<file path="src/rtl/average_power_detector.sv">
// ---------------------------------------------------------------------------
// Module  : average_power_detector
// Brief   : Mean |x|^2 over non-overlapping windows of 2^AVG_WINDOW_BITS samples.
//           Optional macro AVG_POWER_ROUND_EN selects round-half-up over floor.
// Revision: 1.0 - initial release
// ---------------------------------------------------------------------------
`default_nettype none

module average_power_detector #(
  parameter int DATA_WIDTH      = 32,
  parameter int AVG_WINDOW_BITS = 10
) (
  input  logic                  clk,
  input  logic                  rst,
  input  logic [DATA_WIDTH-1:0] sample_in,
  input  logic                  sample_valid_in,
  output logic [DATA_WIDTH-1:0] avg_power_out,
  output logic                  avg_power_valid
);

  localparam int HW    = DATA_WIDTH / 2;
  localparam int ACC_W = DATA_WIDTH + AVG_WINDOW_BITS;
  localparam logic [AVG_WINDOW_BITS-1:0] C_CNT_LAST = '1;
  localparam logic [AVG_WINDOW_BITS-1:0] C_CNT_ONE  = AVG_WINDOW_BITS'(1);

  // I and Q sign-extended to full width so each square is a DATA_WIDTH product
  logic signed [DATA_WIDTH-1:0] w_i_ext;
  logic signed [DATA_WIDTH-1:0] w_q_ext;
  logic signed [DATA_WIDTH-1:0] w_ii;
  logic signed [DATA_WIDTH-1:0] w_qq;

  assign w_i_ext = $signed({{HW{sample_in[DATA_WIDTH-1]}}, sample_in[DATA_WIDTH-1:HW]});
  assign w_q_ext = $signed({{HW{sample_in[HW-1]}}, sample_in[HW-1:0]});
  assign w_ii    = w_i_ext * w_i_ext;
  assign w_qq    = w_q_ext * w_q_ext;

  logic [DATA_WIDTH-1:0]      sq_i_q, sq_q_q, p_q, res_q;
  logic                       v1_q, v2_q, done_q;
  logic [ACC_W-1:0]           acc_q;
  logic [AVG_WINDOW_BITS-1:0] cnt_q;

  always_ff @(posedge clk) begin
    if (rst) begin
      v1_q   <= 1'b0;
      v2_q   <= 1'b0;
      sq_i_q <= '0;
      sq_q_q <= '0;
      p_q    <= '0;
    end else begin
      v1_q <= sample_valid_in;
      v2_q <= v1_q;
      if (sample_valid_in) begin
        sq_i_q <= w_ii;
        sq_q_q <= w_qq;
      end
      if (v1_q) begin
        p_q <= sq_i_q + sq_q_q;
      end
    end
  end

  logic [ACC_W-1:0]           w_acc_sum;
  logic [DATA_WIDTH-1:0]      w_result;
  logic [ACC_W-1:0]           acc_d;
  logic [AVG_WINDOW_BITS-1:0] cnt_d;
  logic                       done_d;
  logic [DATA_WIDTH-1:0]      res_d;

  assign w_acc_sum = acc_q + {{AVG_WINDOW_BITS{1'b0}}, p_q};

`ifdef AVG_POWER_ROUND_EN
  localparam logic [ACC_W:0] C_HALF = {{ACC_W{1'b0}}, 1'b1} << (AVG_WINDOW_BITS - 1);
  logic [ACC_W:0] w_rounded;
  logic [ACC_W:0] w_shifted;

  assign w_rounded = {1'b0, w_acc_sum} + C_HALF;
  assign w_shifted = w_rounded >> AVG_WINDOW_BITS;
  assign w_result  = (|w_shifted[ACC_W:DATA_WIDTH]) ? {DATA_WIDTH{1'b1}}
                                                    : w_shifted[DATA_WIDTH-1:0];
`else
  assign w_result = w_acc_sum[ACC_W-1:AVG_WINDOW_BITS];
`endif

  // The window-closing sample is folded in via w_acc_sum, never written to acc
  always_comb begin
    acc_d  = acc_q;
    cnt_d  = cnt_q;
    done_d = 1'b0;
    res_d  = res_q;
    if (v2_q) begin
      if (cnt_q == C_CNT_LAST) begin
        acc_d  = '0;
        cnt_d  = '0;
        done_d = 1'b1;
        res_d  = w_result;
      end else begin
        acc_d = w_acc_sum;
        cnt_d = cnt_q + C_CNT_ONE;
      end
    end
  end

  always_ff @(posedge clk) begin
    if (rst) begin
      acc_q           <= '0;
      cnt_q           <= '0;
      done_q          <= 1'b0;
      res_q           <= '0;
      avg_power_out   <= '0;
      avg_power_valid <= 1'b0;
    end else begin
      acc_q  <= acc_d;
      cnt_q  <= cnt_d;
      done_q <= done_d;
      res_q  <= res_d;
      if (done_q) begin
        avg_power_out   <= res_q;
        avg_power_valid <= 1'b1;
      end
    end
  end

endmodule

`default_nettype wire

</file>
<file path="config.mk">
export PLATFORM = sky130hd
export DESIGN_NAME = average_power_detector
export DESIGN_NICKNAME = d
export VERILOG_FILES = /design/src/rtl/average_power_detector.sv
export SDC_FILE = /design/constraint.sdc
export NUM_CORES = 2
export LEC_CHECK = 0
export BUFFER_PORTS_ARGS = -buffer_cell sky130_fd_sc_hd__buf_2
export CAP_MARGIN = 20
export CORE_MARGIN = 2
export CORE_UTILIZATION = 54
export DETAILED_ROUTE_END_ITERATION = 8
export GPL_TIMING_DRIVEN = 0
export PLACE_DENSITY = 0.82
export SLEW_MARGIN = 20
export SYNTH_ARGS = -nofsm -noshare
export SYNTH_HDL_FRONTEND = slang
export SYNTH_SLANG_ARGS = --single-unit
export TNS_END_PERCENT = 10
</file>
<file path="constraint.sdc">
create_clock -name clk -period 8.97 [get_ports clk]
set_clock_uncertainty 0.2 [all_clocks]
set_input_delay 2.691 -clock clk [delete_from_list [all_inputs] [get_ports clk]]
set_output_delay 2.691 -clock clk [all_outputs]
set_load 0.005 [all_outputs]
</file>
# Word-level counts from Yosys, hierarchy flattened
# Index checks and enable logic that the tools add are counted.
dict set report word_totals {
  register_bits 216
  in_bits 35
  out_inout_bits 33
  elab_cells 23
}
dict set report classes {
  n_addsub 3
  n_mul 2
  eq_ne 1
  n_mux 3
  bitwise_logic 1
  reduce_logical 2
}
# cell n
set ops {}
lappend ops {{$mul A16 B16 Y32} 2}
lappend ops {{$add A42 B32 Y42} 1}
lappend ops {{$mux W42} 1}
lappend ops {{$add A32 B32 Y32} 1}
lappend ops {{$add A10 B1 Y10 const B} 1}
lappend ops {{$eq A10 B10 Y1 const B} 1}
lappend ops {{$mux W10} 1}
lappend ops {{$reduce_and A2 Y1} 1}
lappend ops {{$reduce_or A2 Y1} 1}
lappend ops {{$mux W1} 1}
lappend ops {{$not A1 Y1} 1}

# Longest topological paths before layout
dict set report logic_depth {
  depth_word 2
  ltp_mapped 25
  mapped_depth_nobuf 24
}

# Worst setup path before layout
# Ideal clock, no wire load.
dict set report synth_path {
  kind {input-to-reg}
  start {input port sample_in[1]}
  end {register sq_q_q[21]}
  setup_ns 0.128
  arrival_time_ns 8.621
  required_time_ns 8.642
  path_slack_ns 0.021
  cell_stages 22
  path_buffers 2
  cell_sequence {clkbuf_1 -> clkbuf_1 -> nand2_1 -> fa_1 -> fa_1 -> fa_1 -> inv_1 -> fa_1 -> fa_1 -> inv_1 -> fa_1 -> inv_1 -> ha_1 -> and3_1 -> a31o_2 -> a2111oi_0 -> nor2_1 -> o41ai_1 -> o221ai_1 -> xor2_1 -> mux2i_1 -> nor2_1}
}
dict set report synth_via {
  elab_chain_cells 1
}
# element line_no
set synth_rtl {}
lappend synth_rtl {{start: declaration} 15} ;# input logic [DATA_WIDTH-1:0] sample_in,
lappend synth_rtl {{$mul A16 B16 Y32} 35} ;# assign w_qq = w_q_ext * w_q_ext;
lappend synth_rtl {{end signal: assignment} 54} ;# sq_q_q <= w_qq;
lappend synth_rtl {{end: declaration} 37} ;# logic [DATA_WIDTH-1:0] sq_i_q, sq_q_q, p_q, res_q;
# Every way passes these cells.
# A chain may end at the register's enable or synchronous reset.

# Worst setup path after layout
dict set report layout_path {
  start {input port sample_in[24]}
  end {register sq_i_q[31]}
}
dict set report layout_via {
  elab_chain_cells 1
}
# element line_no
set layout_rtl {}
lappend layout_rtl {{$mul A16 B16 Y32} 34} ;# assign w_ii = w_i_ext * w_i_ext;
lappend layout_rtl {{end signal: assignment} 53} ;# sq_i_q <= w_ii;
lappend layout_rtl {{end: declaration} 37}
# Every way passes these cells.

==> impl_metrics.csv <==
group,metric,value,unit
floorplan,fp.coreArea,52340,sq um
floorplan,die_w,233.7,um
logic_synthesis,synthArstFlopShare,0,%
timing,fin_crit,8.832,ns
cts,clk_pin_slew,0.06,ns
cts,clockBufferDepth,3,
timing,slew_headroom,38.83,%
drt,vias_per_cell,5.496,
setup_path,crit_path_max_incr_delay,0.59,ns
timing,report.final.slew_viol_count,0,
grt,grt_overflow,0,
drt,ant_nets,0,
logic_synthesis,ys_ff_latch,214,
logic_synthesis,synth_top_area_share,32.82,%
run,maxCapViolCount,0,
logic_synthesis,yosysSeqAreaShare,15.04,%
setup_path,cp-endpoint,"sq_i_q[31]$_SDFFE_PP0P_",
min_path,min_path_type,"reg2reg",
timing,hold_violations,0,
logic_synthesis,synth_nets,3928,
floorplan,rows,84,
setup_path,worstSetupPathType,"in2reg",
setup_path,crit_chain,"buf_2 > clkbuf_4 > nand2_1 > fa_1 > inv_1 > fa_1 > fa_1 > fa_1 > fa_1 > inv_1 > fa_1 > inv_1 > ha_2 > nand4_1 > nor4_2 > nand4_1 > a311oi_2 > o21ai_1 > a32oi_2 > nor4bb_1 > a21oi_1 > a311oi_1",
finish,postLayoutCoreUtil,58.83,%
place,dpl_worst_slack,-1.199,ns
timing,grt_setup_unrepaired,"yes",
setup_path,cp-start-kind,"input port",
drt,vias,21840,
grt,antenna_found_initial,1,
logic_synthesis,synthTopCellsByArea,"fa_1 33%, dfxtp_1 15%, ha_1 11%",
floorplan,die-area,54600,sq um
logic_synthesis,syn_area_per_cell,8.957,sq um
setup_path,arrival,8.98,ns
setup_path,r2r_cells,10,
drt,routedWlPerCell,16.57,um
timing,setup_viol,0,
setup_path,endpoint_kind,"flip-flop",
cts,clock_latency,0.53,ns
floorplan,die_h,233.7,um
cts,htree_levels,1,
logic_synthesis,yosysUniqueCellTypes,73,
logic_synthesis,synth_top_cell_by_area,"fa_1",
drt,first_pass_iters,5,
grt,grt_pass1_vias,22930,
timing,tightest_slew,0.9175,ns
finish,final_nets,4015,
logic_synthesis,yosysWarnings,0,
logic_synthesis,synth.cell_area,28480,sq um
timing,fin_crit_sh,98.47,%
setup_path,reg2reg_slack,5.22,ns
place,io_buffer_count,65,
drt,first_iter_violations,1583,
place,post-dp-hpwl,54390,um
cts,cts_tree,"yes",
outcome,outcome,"finished clean",
place,gp_congestion,0.9524,
setup_path,worstReg2RegStart,"sq_q_q[15]$_SDFFE_PP0P_",
drt,wl,65840,um
setup_path,rr_endpoint,"p_q[31]$_SDFFE_PP0P_",
logic_synthesis,syn_inst,3180,
cts,clock_sinks,214,
grt,grt_usage,24.93,%
setup_path,worst_path_most_repeated_cell,"fa_1",
drt,remaining_drc_errors,0,
setup_path,startpoint,"sample_in[24]",
grt,grt_pass1_wl,109800,um
grt,grt_max_degree,17,
finish,layout.cells.non_filler,3973,
cts,cts.root.buffer_cell,"clkbuf_16",
setup_path,crit_slowest_cell,"fa_1",
logic_synthesis,synth_edf_count,0,
floorplan,initial_core_util,54.42,%
floorplan,pin_count,68,
min_path,min_path_cells,2,
place,placedCellCount,3933,
setup_path,worstPathRequired,9.11,ns
finish,area_growth,8.114,%
setup_path,cp_max_fo,10,
finish,drive_above_1_share,6.608,%
logic_synthesis,synthFlopType,"dfxtp_1",
timing,fmax,113.2,MHz
cts,cts_made_buffers,24,
timing,fin_ws,0.1376,ns
## worst min path at each step
| stage | start | to | slack (ns) |
|---|---|---|---|
| 4_1_cts | res_q[12]$_SDFFE_PP0P_ | res_q[12]$_SDFFE_PP0P_ | 0.26 |
| 2_1_floorplan | res_q[9]$_SDFFE_PP0P_ | res_q[9]$_SDFFE_PP0P_ | 0.23 |
| 5_1_grt | res_q[0]$_SDFFE_PP0P_ | res_q[0]$_SDFFE_PP0P_ | 0.28 |
| 3_5_place_dp | res_q[12]$_SDFFE_PP0P_ | res_q[12]$_SDFFE_PP0P_ | 0.25 |
| 6_report | res_q[4]$_SDFFE_PP0P_ | res_q[4]$_SDFFE_PP0P_ | 0.26 |
| 3_3_place_gp | acc_q[29]$_SDFFE_PP0P_ | acc_q[29]$_SDFFE_PP0P_ | 0.24 |
## critical path: cells and delay by family
kind | cells | cell delay (ns)
compound gates | 5 | 1.15
fa+ha+maj | 7 | 3.41
simple gates | 5 | 1.04
buf+inv | 5 | 0.68
## placed cells by master, fill, tap and decap left out, drive strengths merged, types with 7 or more instances in the layout
cell type | netlist | layout
nand3 | 45 | 45
a31oi | 19 | 19
o211ai | 10 | 10
a21o | 41 | 41
o31ai | 9 | 9
fa | 467 | 467
nor3b | 12 | 12
and3 | 24 | 24
o22ai | 10 | 10
o21ai | 85 | 85
nand4 | 15 | 15
nor2 | 244 | 244
and2 | 75 | 75
o21bai | 12 | 12
a22oi | 16 | 16
ha | 246 | 246
nor3 | 21 | 21
nand2b | 36 | 36
or3 | 10 | 10
a211o | 7 | 7
nor2b | 11 | 11
xnor2 | 96 | 96
nor4 | 8 | 8
a211oi | 26 | 26
clkbuf | 102 | 113
or2 | 16 | 16
mux2i | 94 | 94
dfxtp | 214 | 214
a31o | 14 | 14
a22o | 11 | 11
buf | 15 | 93
nand2 | 250 | 250
xor2 | 49 | 49
o21a | 9 | 9
a21oi | 131 | 131
clkinv | 3 | 10
inv | 658 | 657
## logic make-up (layout without fill, tap and decap cells)
family          after synthesis  in the layout  share of synthesized area, %
other cells                   0              1                             0
mux                          94             94                         3.303
compound gates              451            451                         10.48
buf+inv                     778            882                         10.25
flops                       214            214                         15.04
simple gates                785            785                         12.83
xor+xnor                    145            145                         4.459
fa+ha+maj                   713            713                         43.63
## what timing repair did
action,in CTS,in global routing
hold endpoints to repair,0,0
pin swaps,1,7
hold buffers,0,0
gates resized for setup,33,83
buffers inserted,1,6
setup endpoints to repair,17,15
## registers in the layout (all words and copies together), names as in the netlist
signal           count
acc_q               42
avg_power_out       32
avg_power_valid      1
cnt_q               10
done_q               1
p_q                 32
res_q               32
sq_i_q              31
sq_q_q              31
v1_q                 1
v2_q                 1
## metrics by stage
step / area, sq um / setup TNS, ns / hold WS [ns]
finish: 30790 / 0 / 0.2559
global route: 30790 / -0.08684 / 0.2816
global placement: 29670 / -16.87 / 0.2376
detailed placement: 29670 / -20.28 / 0.2494
floorplan: 28480 / 0 / 0.2254
CTS: 30600 / -0.02189 / 0.2579
## synthesized netlist by cell type (6+ instances only)
master and count:
xnor2_1 96, a22oi_1 16, a21o_1 40, mux2i_1 94
buf_1 15, inv_1 658, ha_1 246, a21oi_1 131
a31o_2 14, a311oi_1 6, nand2_1 250, or2_2 16
a31oi_1 18, o22ai_1 10, nand2b_1 36, o31ai_1 8
nor3_1 19, nor4_1 8, dfxtp_1 214, o21bai_1 12
a211oi_1 25, nor2_1 244, and2_1 74, o21ai_0 84
a211o_1 6, o21a_1 9, clkbuf_1 102, nand4_1 15
fa_1 467, nand3_1 45, and3_1 24, a22o_1 11
nor2b_1 11, or3_1 9, xor2_1 49, nor3b_1 12
o211ai_1 10
## final cells by class
type,count,area [sq um]
fillers,4486,21550
multi-input cells,2188,21420
flip-flops and latches,214,4284
inverters,661,2490
well taps,688,860.8
clock buffers,28,645.6
plain buffers,106,475.5
repair buffers,72,385.4
clock inverters,15,231.5
diodes,1,2.502
## routing by layer
metal	GRT usage [%]	vias up	wire (um)
li1	-	10250	-
met1	31.84	10810	27210
met2	44.59	640	33170
met3	2.478	141	3505
met4	7.397	0	1955
met5	0	-	0
Power is not shown: default switching activity piles up to over one toggle a cycle in this logic, so the estimate is an artifact.
